`src/rtl/register_bank.sv`:
```
// register_bank: 8-entry register file with one-hot write decode, multi-hot error flag,
// write-to-read forwarding and two registered read ports.
module register_bank #(
  parameter int WIDTH = 16
) (
  input  logic             clk,
  input  logic             rst_n,
  input  logic [7:0]       WE,
  input  logic [WIDTH-1:0] DIN,
  input  logic [2:0]       SR1,
  input  logic [2:0]       SR2,
  input  logic             RD_EN,
  input  logic             ERR_CLR,
  output logic [WIDTH-1:0] SR1_OUT,
  output logic [WIDTH-1:0] SR2_OUT,
  output logic             RD_VALID,
  output logic [2:0]       WR_IDX,
  output logic             WR_VALID,
  output logic             WE_ERR
);
  logic [WIDTH-1:0] regs [8];
  logic             legal;
  logic             illegal;
  logic [2:0]       idx;
  logic [WIDTH-1:0] val1;
  logic [WIDTH-1:0] val2;
  // idx is only meaningful when WE is one-hot; illegal vectors never reach the array
  always_comb begin
    illegal = |(WE & (WE - 8'd1));
    legal   = |WE && !illegal;
    idx     = {|(WE & 8'hF0), |(WE & 8'hCC), |(WE & 8'hAA)};
    val1    = (legal && idx == SR1) ? DIN : regs[SR1];
    val2    = (legal && idx == SR2) ? DIN : regs[SR2];
  end
  always_ff @(posedge clk or negedge rst_n) begin
    if (!rst_n) begin
      for (int i = 0; i < 8; i++) regs[i] <= '0;
    end else if (legal) begin
      regs[idx] <= DIN;
    end
  end
  always_ff @(posedge clk or negedge rst_n) begin
    if (!rst_n) begin
      SR1_OUT  <= '0;
      SR2_OUT  <= '0;
      RD_VALID <= 1'b0;
      WR_IDX   <= '0;
      WR_VALID <= 1'b0;
      WE_ERR   <= 1'b0;
    end else begin
      SR1_OUT  <= RD_EN ? val1 : SR1_OUT;
      SR2_OUT  <= RD_EN ? val2 : SR2_OUT;
      RD_VALID <= RD_EN;
      WR_IDX   <= legal ? idx : WR_IDX;
      WR_VALID <= legal;
      WE_ERR   <= illegal | (WE_ERR & ~ERR_CLR);
    end
  end
endmodule

```
`config.mk`:
```
export PLATFORM = sky130hd
export DESIGN_NAME = register_bank
export DESIGN_NICKNAME = d
export VERILOG_FILES = /design/src/rtl/register_bank.sv
export SDC_FILE = /design/constraint.sdc
export NUM_CORES = 1
export LEC_CHECK = 0
export BUFFER_PORTS_ARGS = -buffer_cell sky130_fd_sc_hd__clkbuf_2
export CAP_MARGIN = 5
export CORE_AREA = 2 2 130 132
export DETAILED_ROUTE_END_ITERATION = 6
export DIE_AREA = 0 0 132 134
export PLACE_DENSITY = 0.82
export SLEW_MARGIN = 10
export SYNTH_ARGS = -nofsm -noshare
export SYNTH_HDL_FRONTEND = slang
export SYNTH_SLANG_ARGS = --single-unit
```
`constraint.sdc`:
```
create_clock -name clk -period 1.7 [get_ports clk]
set_clock_uncertainty 0.05 [all_clocks]
set_input_delay 0.51 -clock clk [delete_from_list [all_inputs] [get_ports clk]]
set_output_delay 0.51 -clock clk [all_outputs]
set_load 0.005 [all_outputs]
```
==> tab_implementation.tex <==
\begin{tabular}{lr}
\hline
Metric & Value \\
\hline
\multicolumn{2}{l}{\textbf{Worst hold path}} \\
\quad Type of the most critical hold path & input port to flip-flop \\
\quad Number of cells traversed by the worst hold path & 2 \\
\quad Worst min-delay path endpoint & WE\_ERR\$\_DFF\_PN0\_ \\
\quad Startpoint of the worst hold path & ERR\_CLR \\
\multicolumn{2}{l}{\textbf{Floorplan}} \\
\quad DIE AREA & approximately 18000 µm² \\
\quad Die Y-Extent & between 100 and 150 µm \\
\quad Horizontal die dimension & about 130 µm \\
\quad Row Count & 47 \\
\quad Number of primary I/O pins & slightly above 70 \\
\quad CORE AREA & between 15000 and 20000 µm² \\
\quad Initial core utilization & $\sim$54\% \\
\multicolumn{2}{l}{\textbf{Worst setup path}} \\
\quad CP max FO & 7 \\
\quad Data required time of the critical path & slightly below 2000 ps \\
\quad Worst reg-to-reg path cell count & 3 \\
\quad Worst setup path category & input port to flip-flop \\
\quad Cell breakdown of the critical path & buf\_6 > or4\_4 > o21ai\_4 > o21bai\_4 > nor3\_4 > buf\_12 > clkbuf\_16 > mux2\_4 \\
\quad Register-to-Register Setup Slack & 0 ps \\
\quad Critical Path Max Stage Delay & between 600 and 700 ps \\
\quad Data arrival, critical path & $\sim$2500 ps \\
\quad Startpoint of the worst-slack reg-to-reg timing path & regs[93]\$\_DFFE\_PN0P\_ \\
\quad Endpoint of the worst register-to-register path & SR1\_OUT[13]\$\_DFFE\_PN0P\_ \\
\quad Sort of element at the start of the critical path & input port \\
\quad Kind of end point of the critical path & flip-flop \\
\quad Worst path buffer plus inverter count & 3 \\
\quad Kind of cell adding the most delay to the critical path & simple AND/OR/NAND/NOR gates \\
\quad Worst path slowest cell & or4\_4 \\
\multicolumn{2}{l}{\textbf{Synthesis}} \\
\quad Average size of a mapped cell & 15.4 µm² \\
\quad Synthesized net count & roughly 610 \\
\quad Biggest area contributors in the synthesized netlist & dfrtp\_1, mux4\_2, mux2\_2, mux2\_1, a221o\_1 \\
\quad Number of instances in the synthesized netlist & 572 \\
\quad Synth top area share & 47.2\% \\
\quad Area of the mapped netlist & 8800 µm² \\
\quad Total number of yosys warnings & 0 \\
\quad Number of unique standard cell types used by synthesis & 37 \\
\quad Number of register bits inferred by synthesis & 166 \\
\quad Sequential cell area fraction in the yosys report & 47.2\% \\
\quad Largest area contributor in the synthesized netlist & dfrtp\_1 \\
\multicolumn{2}{l}{\textbf{Timing}} \\
\quad Worst setup slack after layout & -485 ps \\
\quad Worst-margin pin slew & about 450 ps \\
\quad Final hold viol count & 0 \\
\quad Total of endpoints with negative setup slack in the final report & 163 \\
\quad Total count of max-transition violations in the final report & 0 \\
\quad Tcrit/Tclk final & 129\% \\
\quad Fmax & around 460 MHz \\
\quad Normalized max-slew margin & a little over two thirds \\
\quad RSZ-0062 raised after global routing & yes \\
\quad Fin crit period & $\sim$2200 ps \\
\multicolumn{2}{l}{\textbf{CTS}} \\
\quad Clock latency on the worst-skew pair & about 440 ps \\
\quad Maximum level of the CTS H-tree & 4 \\
\quad CTS max path bufs & 2 \\
\quad Clock slew at the register clock pins of the worst setup and hold paths & approximately 60 ps \\
\quad Total CTS buffers & 17 \\
\quad Number of clock sinks & about 170 \\
\quad TritonCTS clock tree & yes \\
\quad Clock root cell & clkbuf\_16 \\
\multicolumn{2}{l}{\textbf{Power}} \\
\quad Cell-internal power & 0.00756 W \\
\quad Combinational fraction of design power & 17.0\% \\
\quad Power share of the sequential group & 45.8\% \\
\quad Part of the power in the clock network & 37.1\% \\
\quad Power per unit of standard cell area & roughly 900 nW/µm² \\
\quad LEAKAGE & just over 5 nW \\
\quad VDD IR-drop max & $\sim$0.91 mV \\
\quad Power after layout & $\sim$0.010 W \\
\quad Switch Pwr & roughly 0.0026 W \\
\quad Switching share of power & 25.3\% \\
\multicolumn{2}{l}{\textbf{Cells and area}} \\
\quad Number of nets in the layout & between 700 and 800 \\
\quad Post-route design area & between 10000 and 15000 µm² \\
\quad Share of final-layout standard cells stronger than drive strength 1 & between 60\% and 70\% \\
\quad Diode insertion count for antenna repair & 0 \\
\quad Layout overhead on the synthesized area & 28.3\% \\
\multicolumn{2}{l}{\textbf{Global routing}} \\
\quad Number of global-route vias before repair & 6525 \\
\quad Grt ovf & 0 \\
\quad Number of antenna violations at the first check in global routing & 0 \\
\quad Maximum number of pins on one net before global-route repair & between 40 and 50 \\
\quad Global-route wire length before repair & approximately 37000 µm \\
\quad Global routing usage summed across all routing layers & 28.1\% \\
\multicolumn{2}{l}{\textbf{Placement}} \\
\quad Last weighted congestion value of the routability-driven placer & a little over 0.8 \\
\quad Number of input and output port buffers inserted & about 70 \\
\quad Post-Place Cell Area & just over 10000 µm² \\
\quad Sum of net half-perimeters after detailed placement & roughly 14000 µm \\
\multicolumn{2}{l}{\textbf{Detailed routing}} \\
\quad Top metal layer carrying routed signals & met4 \\
\quad Detailed-routing wirelength on met1 & 9880 µm \\
\quad Number of iterations in the first detailed-routing pass & 5 \\
\quad Number of vias per cell & around 6.5 \\
\quad Post-detailed-route wirelength per cell & around 27 µm \\
\quad Met3 routed wirelength & roughly 1700 µm \\
\quad Detailed Route WL & 24900 µm \\
\quad Count of vias placed by the detailed router & $\sim$5900 \\
\quad Residual DRC & 0 \\
\quad Number of routed nets with antenna violations & 0 \\
\quad Met2 wire length & approximately 13000 µm \\
\quad DRC violation total after the first TritonRoute iteration & roughly 390 \\
\multicolumn{2}{l}{\textbf{Run status}} \\
\quad Failing checks & negative setup slack \\
\quad Run status & complete, but fails checks \\
\multicolumn{2}{l}{\textbf{Run}} \\
\quad Number of maximum-capacitance violations & 0 \\
\hline
\end{tabular}
## stage by stage
step | setup WS (ps) | std cells | utilization [%] | hold slack [ps] | TNS [ps]
4_1_cts | -439 | 907 | 67.2 | 237 | -58580
6_report | -485 | 915 | 69.3 | 246 | -66280
5_1_grt | -537 | 915 | 69.3 | 256 | -72720
3_5_place_dp | -1010 | 865 | 61.8 | 419 | -141470
2_1_floorplan | -820 | 572 | - | 164 | -117070
3_3_place_gp | -922 | 865 | 61.8 | 412 | -135030
## layout by cell type (no fill, tap or decap), drive strengths merged
master	netlist	layout
nor4b	1	1
o21ba	1	1
clkbuf	17	97
mux2	162	162
mux4	64	64
clkinv	0	4
nand2	4	4
o2111ai	1	1
dfrtp	166	166
nand3	1	1
o21ai	6	6
and4	2	2
or4	4	4
xnor2	6	6
and2	1	1
clkinvlp	0	2
a211o	1	1
o21a	2	2
a2111oi	1	1
nor4	3	3
a31oi	2	2
or3	1	1
o22ai	1	1
bufinv	0	1
nor2b	32	32
dlygate4sd3	0	1
nor3	12	12
inv	3	3
o21bai	1	1
a221o	32	32
buf	42	77
nor2	3	3
## cell families after synthesis
family | after synthesis | synth area share, %
compound gates | 48 | 5.23
xor+xnor | 6 | 0.597
buf+inv | 62 | 4.07
flops | 166 | 47.2
mux | 226 | 37.1
simple gates | 64 | 5.76
## area by class of cell
cell class / instances / area [µm²]
inverter: 3 / 11.3
timing repair buffer: 150 / 1500
multi-input combinational: 344 / 4770
clock inverter: 7 / 68.8
clock buffer: 25 / 505
sequential: 166 / 4150
tap: 220 / 275
fill: 1016 / 5010
## registers in the layout, indices dropped and copies added, names as in the netlist
name	flops
RD_VALID	1
SR1_OUT	16
SR2_OUT	16
WE_ERR	1
WR_IDX	3
WR_VALID	1
regs	128
## Yosys cell counts
cell,count
clkbuf_1,17
a31oi_2,2
buf_4,1
nand2_1,3
mux2_1,60
nor2_1,3
nor4b_1,1
o21bai_2,1
o21ai_2,2
nor4_1,1
mux4_2,64
a211o_2,1
nand3_4,1
nor4_4,2
o21ai_0,4
a221o_1,32
o21a_1,2
inv_1,3
or3_1,1
or4_4,1
or4_1,3
a2111oi_1,1
and4_1,2
buf_2,7
o22ai_2,1
mux2_2,102
and2_1,1
buf_1,19
buf_6,15
nor3_1,5
o21ba_2,1
nand2_2,1
o2111ai_1,1
xnor2_1,6
nor3_4,7
dfrtp_1,166
nor2b_1,32
## power groups by stage
| stage | sequential, W | combinational (W) | clock [W] |
|---|---|---|---|
| 3_3_place_gp | 0.00463 | 0.00149 | 0 |
| 2_1_floorplan | 0.00458 | 0.00102 | 0 |
| 5_1_grt | 0.00468 | 0.00183 | 0.00395 |
| 3_5_place_dp | 0.00467 | 0.00156 | 0 |
| 6_report | 0.00464 | 0.00172 | 0.00376 |
| 4_1_cts | 0.00462 | 0.00168 | 0.00376 |
## what timing repair did
item                                    in CTS  in global routing
endpoints found under the setup margin     163                165
hold endpoints to repair                    33                  0
pin swaps                                    5                  1
buffers inserted                             8                  5
hold buffers                                 1                  0
resized for setup                           46                 45
cloned                                       1                  4
## routing by layer
layer,up-vias,GRT usage [%]
met5,-,0
met3,53,6.35
met2,290,46.7
li1,2428,-
met1,3159,36.4
met4,0,11.2
## worst max path at each step
| stage | slack (ps) | cells after the start | endpoint | startpoint |
|---|---|---|---|---|
| 2_1_floorplan | -820 | 8 | regs[10]$_DFFE_PN0P_ | WE[2] |
| 4_1_cts | -440 | 7 | regs[6]$_DFFE_PN0P_ | WE[1] |
| 6_report | -490 | 8 | regs[93]$_DFFE_PN0P_ | WE[1] |
| 5_1_grt | -540 | 10 | SR1_OUT[13]$_DFFE_PN0P_ | WE[2] |
| 3_3_place_gp | -920 | 7 | regs[111]$_DFFE_PN0P_ | WE[1] |
| 3_5_place_dp | -1010 | 6 | SR1_OUT[12]$_DFFE_PN0P_ | WE[1] |
No activity file was read; power rests on OpenSTA's default activity.
